==> src/rtl/ysyx_22050019_pipe_stage.sv <==
// Two-entry skid-buffered pipeline register with valid/ready handshake, flush and bubble zeroing.
// Difftest sideband flops exist only when YSYX_22050019_PIPE_DIFF_EN is defined; otherwise out_diff_o is 0.
module ysyx_22050019_pipe_stage #(
  parameter int DATA_W = 256,
  parameter int DIFF_W = 352
) (
  input  logic              clk,
  input  logic              rst_n,
  input  logic              flush_i,
  input  logic              in_valid_i,
  output logic              in_ready_o,
  input  logic [DATA_W-1:0] in_data_i,
  input  logic [DIFF_W-1:0] in_diff_i,
  output logic              out_valid_o,
  input  logic              out_ready_i,
  output logic [DATA_W-1:0] out_data_o,
  output logic [DIFF_W-1:0] out_diff_o,
  output logic [1:0]        occ_o
);

  typedef enum logic [1:0] {
    EMPTY = 2'd0,
    BUSY  = 2'd1,
    FULL  = 2'd2
  } state_e;

  state_e            state_q;
  logic [DATA_W-1:0] main_dat_q, skid_dat_q;
  logic accept, drain;
  logic ld_main_in, ld_main_skid, clr_main, ld_skid, clr_skid;

  assign in_ready_o  = (state_q != FULL);
  assign out_valid_o = (state_q != EMPTY);
  assign occ_o       = state_q;
  assign out_data_o  = main_dat_q;

  // Register load/clear strobes shared by payload and sideband so both obey one set of rules.
  always_comb begin
    accept       = in_valid_i & in_ready_o;
    drain        = out_valid_o & out_ready_i;
    ld_main_in   = 1'b0;
    ld_main_skid = 1'b0;
    clr_main     = flush_i;
    ld_skid      = 1'b0;
    clr_skid     = flush_i;
    if (!flush_i) begin
      case (state_q)
        EMPTY: ld_main_in = accept;
        BUSY: begin
          ld_main_in = accept & drain;
          ld_skid    = accept & ~drain;
          clr_main   = ~accept & drain;
        end
        FULL: begin
          ld_main_skid = drain;
          clr_skid     = drain;
        end
        default: clr_main = 1'b1;
      endcase
    end
  end

  always_ff @(posedge clk or negedge rst_n) begin
    if (!rst_n) begin
      state_q <= EMPTY;
    end else if (flush_i) begin
      state_q <= EMPTY;
    end else begin
      case (state_q)
        EMPTY: if (accept) state_q <= BUSY;
        BUSY: begin
          if (accept && !drain)      state_q <= FULL;
          else if (!accept && drain) state_q <= EMPTY;
        end
        FULL:    if (drain) state_q <= BUSY;
        default: state_q <= EMPTY;
      endcase
    end
  end

  always_ff @(posedge clk or negedge rst_n) begin
    if (!rst_n) begin
      main_dat_q <= '0;
      skid_dat_q <= '0;
    end else begin
      if (clr_main)          main_dat_q <= '0;
      else if (ld_main_in)   main_dat_q <= in_data_i;
      else if (ld_main_skid) main_dat_q <= skid_dat_q;
      if (clr_skid)          skid_dat_q <= '0;
      else if (ld_skid)      skid_dat_q <= in_data_i;
    end
  end

`ifdef YSYX_22050019_PIPE_DIFF_EN
  logic [DIFF_W-1:0] main_diff_q, skid_diff_q;

  assign out_diff_o = main_diff_q;

  always_ff @(posedge clk or negedge rst_n) begin
    if (!rst_n) begin
      main_diff_q <= '0;
      skid_diff_q <= '0;
    end else begin
      if (clr_main)          main_diff_q <= '0;
      else if (ld_main_in)   main_diff_q <= in_diff_i;
      else if (ld_main_skid) main_diff_q <= skid_diff_q;
      if (clr_skid)          skid_diff_q <= '0;
      else if (ld_skid)      skid_diff_q <= in_diff_i;
    end
  end
`else
  logic unused_diff;

  assign out_diff_o  = '0;
  assign unused_diff = ^in_diff_i;
`endif

endmodule

==> config.mk <==
export PLATFORM = sky130hd
export DESIGN_NAME = ysyx_22050019_pipe_stage
export DESIGN_NICKNAME = d
export VERILOG_FILES = /design/src/rtl/ysyx_22050019_pipe_stage.sv
export SDC_FILE = /design/constraint.sdc
export NUM_CORES = 1
export LEC_CHECK = 0
export CORE_AREA = 2 2 473 475
export CTS_CLUSTER_DIAMETER = 80
export CTS_CLUSTER_SIZE = 8
export DETAILED_ROUTE_END_ITERATION = 12
export DIE_AREA = 0 0 475 477
export PLACE_DENSITY = 0.38
export SKIP_CTS_REPAIR_TIMING = 1
export SYNTH_ARGS = -nofsm -noshare
export SYNTH_HDL_FRONTEND = slang
export SYNTH_SLANG_ARGS = --single-unit
export TNS_END_PERCENT = 30
==> constraint.sdc <==
create_clock -name clk -period 3.3 [get_ports clk]
set_input_delay 0.66 -clock clk [delete_from_list [all_inputs] [get_ports clk]]
set_output_delay 0.66 -clock clk [all_outputs]
set_load 0.005 [all_outputs]
==> results of run 1 <==
==> layout make-up <==
class                      count  share of cell area, %
sequential                   514                  39.25
multi-input combinational   1136                  24.10
timing repair buffer         580                  18.46
tap                         2975                  11.36
clock buffer                  82                  6.063
clock inverter                13                 0.6643
antenna                       11                0.08400
inverter                       2                0.02291
==> state kept, by name (all words and copies together) (netlist names) <==
register    cells
occ_o           2
out_data_o    256
skid_dat_q    256
==> final timing paths <==
| check | start | endpoint | slack, ps |
|---|---|---|---|
| min reg2reg | skid_dat_q[157] | skid_dat_q[157] | 490 |
| max | occ_o[1] | out_valid_o | 480 |
| min | skid_dat_q[157] | skid_dat_q[157] | 490 |
| max in group asynchronous | rst_n | out_data_o[233] | 1850 |
| min in group asynchronous | rst_n | skid_dat_q[104] | 570 |
| max reg2reg | occ_o[1] | out_data_o[180] | 1220 |
==> routing by layer <==
metal | part of all wire, % | GRT usage (%)
met1 | 41 | 10.23
met2 | 46 | 13.44
met4 | 4.2 | 4.061
met3 | 9.0 | 3.479
met5 | 0.015 | 0
==> placed cells by master (no fill, tap or decap), types with 2 or more instances in the layout <==
master	netlist	routed
clkdlybuf4s50_1	0	519
dfrtp_1	514	514
conb_1	1	352
a221o_1	256	256
a22o_1	256	256
and2_1	251	251
clkbuf_16	0	78
buf_12	0	31
buf_4	364	28
diode_2	0	11
and2_0	5	5
clkinv_16	0	4
inv_6	0	3
clkinv_4	0	3
nand2b_1	2	2
nand3b_1	2	2
inv_1	2	2
clkbuf_8	0	2
clkbuf_1	31	2
clkinvlp_4	0	2
==> synthesized netlist by cell type <==
cell type,count,share of area (%)
a221o_1,256,11
o22ai_1,1,0.027
dfrtp_1,514,56
nand3b_1,2,0.065
o32ai_2,1,0.071
o311a_1,1,0.044
and2_0,5,0.14
conb_1,1,0.016
clkbuf_1,31,0.51
or2_2,1,0.027
nor2b_1,1,0.027
buf_6,25,1.2
inv_1,2,0.033
a22o_1,256,9.8
or3_1,1,0.027
and4bb_1,1,0.055
nand2b_1,2,0.055
xnor2_1,1,0.038
or3b_4,1,0.049
nor2_2,1,0.027
or2_1,1,0.027
buf_4,364,12
buf_8,1,0.065
a31oi_1,1,0.027
and2_1,251,6.9
buf_2,73,1.6
==> power groups by stage <==
stage / Combinational [uW] / Sequential (uW) / Clock [uW]
2_1_floorplan: 910 / 6830 / 0
3_3_place_gp: 2050 / 6860 / 0
3_5_place_dp: 2050 / 6860 / 0
4_1_cts: 2060 / 6770 / 7820
5_1_grt: 2180 / 6800 / 8090
6_report: 1990 / 6760 / 7460
==> worst max-delay path, delay by kind of cell, from the launching register on <==
family / cells / cell delay [ps]
buf+inv: 1 / 740
flops: 1 / 530
simple gates: 1 / 230
==> cell families after synthesis <==
kind of cell / after synthesis / share of synthesized area (%)
compound gates: 516 / 21.13
flops: 514 / 56.12
buf+inv: 496 / 15.35
simple gates: 267 / 7.348
xor+xnor: 1 / 0.03822
other cells: 1 / 0.01636
==> through the flow <==
step,instances,util [%],instance area [um^2],power (uW),setup slack [ps]
global route,5309,14.80,32760,17060,296.7
finish,5313,14.80,32770,16210,478.5
CTS,5301,14.78,32730,16650,316.9
floorplan,2146,-,24240,7743,1406
detailed placement,5206,13.79,30530,8916,432.7
global placement,5206,13.79,30530,8919,447.9
==> key figures, run 1 <==
CTS
  – Skew-Pair Late Insertion Delay: 690 ps
  – H-tree depth: 3
  – Clk root buf: clkbuf_16
  – Deepest clock path buffer count: 3
  – Total CTS buffers: 78
  – CTS tree: yes
  – Clk slew on worst S/H paths: about 50 ps
  – Sinks on Clock Net: approximately 500

Yosys
  – Mapped cell area: 22,920 um^2
  – Syn Inst Count: between 1,500 and 2,000
  – Synthesized flop and latch total: approximately 500
  – Synth warnings: 0
  – Avg Cell Area, Syn: 12.77 um^2
  – Share of the yosys chip area belonging to registers: 56.12%
  – Unique masters post-synth: 26

STA
  – Slew margin rel.: 57.02%
  – Tcrit/Tclk final: about 85%
  – Hold_ws: 491.8 ps
  – Slew Viols, Final: 0
  – Max Clock Skew: 41.44 ps
  – Worst slew pin tran: around 640 ps
  – Unrepaired setup endpoints after global routing: no
  – Final hold vios: 0
  – Setup TNS: 0 ps
  – Crit path time final: approximately 2800 ps
  – Setup violations, final: 0
  – Max frequency: about 350 MHz

Final layout
  – Fin nets: approximately 3,000
  – Fill count: roughly 25,000
  – Area grow syn2layout: 42.98%
  – FF/Latch Area: between 10,000 and 15,000 um^2
  – Multi-input gate area: between 7000 and 8000 um^2
  – Share of layout cells above drive strength 1: around 6.9%

Detailed routing
  – Via count: around 16,000
  – DRC violation total after the first TritonRoute iteration: roughly 1,000
  – DRT Pass-1 Iters: 5
  – Antenna Nets Post-Route: 0
  – Final wirelength: 100.5 mm
  – Vias/cell: ~3.0
  – Wire per inst: around 19 um
  – DRC violations left: 0

Setup path
  – Required time worst endpoint: about 2600 ps
  – Startpoint Class: register
  – CP arrival: 2160 ps
  – Crit path max fanout: 10
  – Crit. End Element: primary output
  – CP peak stage delay: 740 ps
  – CP max stage cell: clkdlybuf4s50_1
  – CP Class: register to primary output
  – R2R cell count: 5
  – Critical path cell sequence: or2_1, clkdlybuf4s50_1

Run
  – Max Cap Viol: 0

Run status
  – Status: completed

Floorplan
  – Die area: approximately 230,000 um^2
  – I/O pin cnt: 1,225
  – Die Height: roughly 480 um
  – Die Wd: ~480 um
  – FP Rows: 173
  – Core area: ~220,000 um^2
  – Initial Util: between 10% and 20%

Placed design
  – IO Port Bufs: between 500 and 600
  – Placer congestion estimate: around 0.71
  – HPWL after DPL: 71.89 mm

Power
  – Comb power frac: 12.3%
  – Net switching power: about 4300 uW
  – Switching part of the total: 26.72%
  – Max rail drop VDD: 0.0003365 V
  – Clock network power share: between 40% and 50%
  – PwrDens: 494.8 nW/um^2
  – Leak pwr: around 0.014 uW
  – Internal Pwr Total: around 12,000 uW
  – Flop pwr share: about two fifths

Global routing
  – Vias in the first global route: 16,270
  – Gr ovfl total: 0
  – Initial antenna violation count: 22
  – Largest net degree at the start of global routing: about 100
  – Overall routing resource usage: 8.611%
  – First-pass GRT wire length: approximately 140 mm

Hold path
  – Worst hold path type: register to register
  – Hold path depth: 1
Note: power is estimated with default switching activity, not from simulation.
==> run 2, diff against run 1 <==
CAP_MARGIN = 20   (was unset)
CTS_CLUSTER_SIZE = unset   (was 8)
==> key figures, run 2 (synthesis gave the netlist of run 1 again) <==
Run status
  – Status: completed

Detailed routing
  – Via count: 16,130 (+0.17%)
  – Wire per inst: 18.80 um (-0.60%)
  – DRT Pass-1 Iters: 6 (+1)
  – DRC violation total after the first TritonRoute iteration: 943 (-7.4%)
  – Antenna Nets Post-Route: 0 (unchanged)
  – DRC violations left: 0 (unchanged)
  – Vias/cell: 3.019 (-0.41%)
  – Final wirelength: 100.5 mm (about the same)

Setup path
  – CP arrival: 2120 ps (-40 ps)
  – R2R cell count: 5 (unchanged)
  – CP Class: register to primary output
  – Startpoint Class: register
  – Required time worst endpoint: 2640 ps (about the same)
  – Crit. End Element: primary output
  – Worst r2r src: occ_o[1]
  – Capturing point of the worst reg2reg path: out_data_o[185]
  – Crit path max fanout: 10 (unchanged)
  – Reg2Reg Setup Slack: 1200 ps (-20 ps)

Hold path
  – Hold path start: skid_dat_q[73]
  – Hold EP: skid_dat_q[73]
  – Worst hold path type: register to register
  – Hold path depth: 1 (unchanged)

Power
  – Overall power: 16,450 uW (+1.4%)
  – Max rail drop VDD: 0.0003420 V (+1.6%)
  – PwrDens: 499.9 nW/um^2 (+1.0%)
  – Leak pwr: 0.01414 uW (+0.54%)

Global routing
  – Largest net degree at the start of global routing: 103 (unchanged)
  – Met1 usage: 10.19% (-0.042 points)
  – Met2 GRT Util: 13.45% (about the same)
  – Vias in the first global route: 16,240 (-0.20%)
  – GR peak layer: met2
  – Overall routing resource usage: 8.570% (-0.041 points)
  – First-pass GRT wire length: 136.9 mm (-0.33%)
  – Initial antenna violation count: 23 (+4.5%)
  – Global-route met3 utilization: 3.453% (-0.026 points)
  – Gr ovfl total: 0 (unchanged)

STA
  – Final hold vios: 0 (unchanged)
  – Max frequency: 359.5 MHz (+1.4%)
  – Slew margin rel.: 53.56% (-3.5 points)
  – Unrepaired setup endpoints after global routing: no
  – Tcrit/Tclk final: 84.29% (-1.2 points)
  – Crit path time final: 2782 ps (-39.74 ps)
  – Slew Viols, Final: 0 (unchanged)
  – Setup violations, final: 0 (unchanged)
  – Max Clock Skew: 40.77 ps (-0.6728 ps)
  – Setup TNS: 0 ps (unchanged)
  – Worst slew pin tran: 694.5 ps (+49.71 ps)

Final layout
  – Fin nets: 2,916 (-0.31%)
  – FF/Latch Area: 12,860 um^2 (unchanged)
  – Fill count: 24,660 (+0.12%)
  – Multi-input gate area: 7896 um^2 (unchanged)
  – Share of layout cells above drive strength 1: 7.549% (+0.67 points)
  – Finished Core Util: 14.86% (+0.061 points)
  – Most frequent cells in the layout: 519 x clkdlybuf4s50_1, 514 x dfrtp_1, 352 x conb_1
  – Area grow syn2layout: 43.56%
  – Commonest non-fill, non-tap cell in the layout: clkdlybuf4s50_1

CTS
  – H-tree depth: 3 (unchanged)
  – Sinks on Clock Net: 514 (unchanged)
  – Total CTS buffers: 69 (-12%)
  – Clk root buf: clkbuf_16
  – CTS tree: yes
  – Deepest clock path buffer count: 3 (unchanged)
  – Clk slew on worst S/H paths: 60 ps (about the same)
  – Skew-Pair Late Insertion Delay: 700 ps (about the same)

Floorplan
  – I/O pin cnt: 1,225 (unchanged)
  – Die area: 226,600 um^2 (unchanged)
  – Initial Util: 10.35% (unchanged)
  – Core area: 221,400 um^2 (unchanged)
  – Die Height: 477 um (unchanged)
  – FP Rows: 173 (unchanged)
  – Die Wd: 475 um (unchanged)

Placed design
  – HPWL after DPL: 71.89 mm (unchanged)
  – IO Port Bufs: 520 (unchanged)
  – Placer congestion estimate: 0.7087 (unchanged)

Run
  – Max Cap Viol: 0 (unchanged)
[run 2: critical path, stage by stage (launching register included)]
cell	delay, ps
dfrtp_1	530
or2_1	220
clkdlybuf4s50_1	710
[run 2: layer usage]
metal	wire length, um	share of wire, %
met1	40900	41
met2	46260	46
met3	9110	9.1
met4	4173	4.2
met5	15	0.015
[run 2: worst max path at each step]
stage	startpoint	endpoint	slack [ps]	cells after the start
detailed placement	in_valid_i	out_data_o[185]	430	6
floorplan	out_ready_i	skid_dat_q[215]	1410	5
global route	occ_o[1]	out_valid_o	320	2
finish	occ_o[1]	out_valid_o	520	2
CTS	occ_o[1]	out_valid_o	330	2
global placement	in_valid_i	out_data_o[195]	450	6
[run 2: power breakdown]
part	switching, uW	internal (uW)
sequential	179	6580
clock	3250	4460
combinational	1060	937
[run 2: layout make-up]
class                      instances  area share (%)
sequential                       514           39.09
multi-input combinational       1136           24.00
timing repair buffer             580           18.39
tap                             2975           11.31
clock buffer                     100           6.088
clock inverter                    26           1.019
antenna                           11         0.08365
inverter                           2         0.02281
[run 2: stage by stage]
| stage | cell area [um^2] | hold WS [ps] | std cells | worst slack, ps |
|---|---|---|---|---|
| finish | 32910 | 493.7 | 5344 | 518.3 |
| global route | 32900 | 501.1 | 5341 | 315.3 |
| CTS | 32870 | -77.57 | 5332 | 328.8 |
| detailed placement | 30530 | 482.3 | 5206 | 432.7 |
| global placement | 30530 | 478.5 | 5206 | 447.9 |
| floorplan | 24240 | 364.4 | 2146 | 1406 |
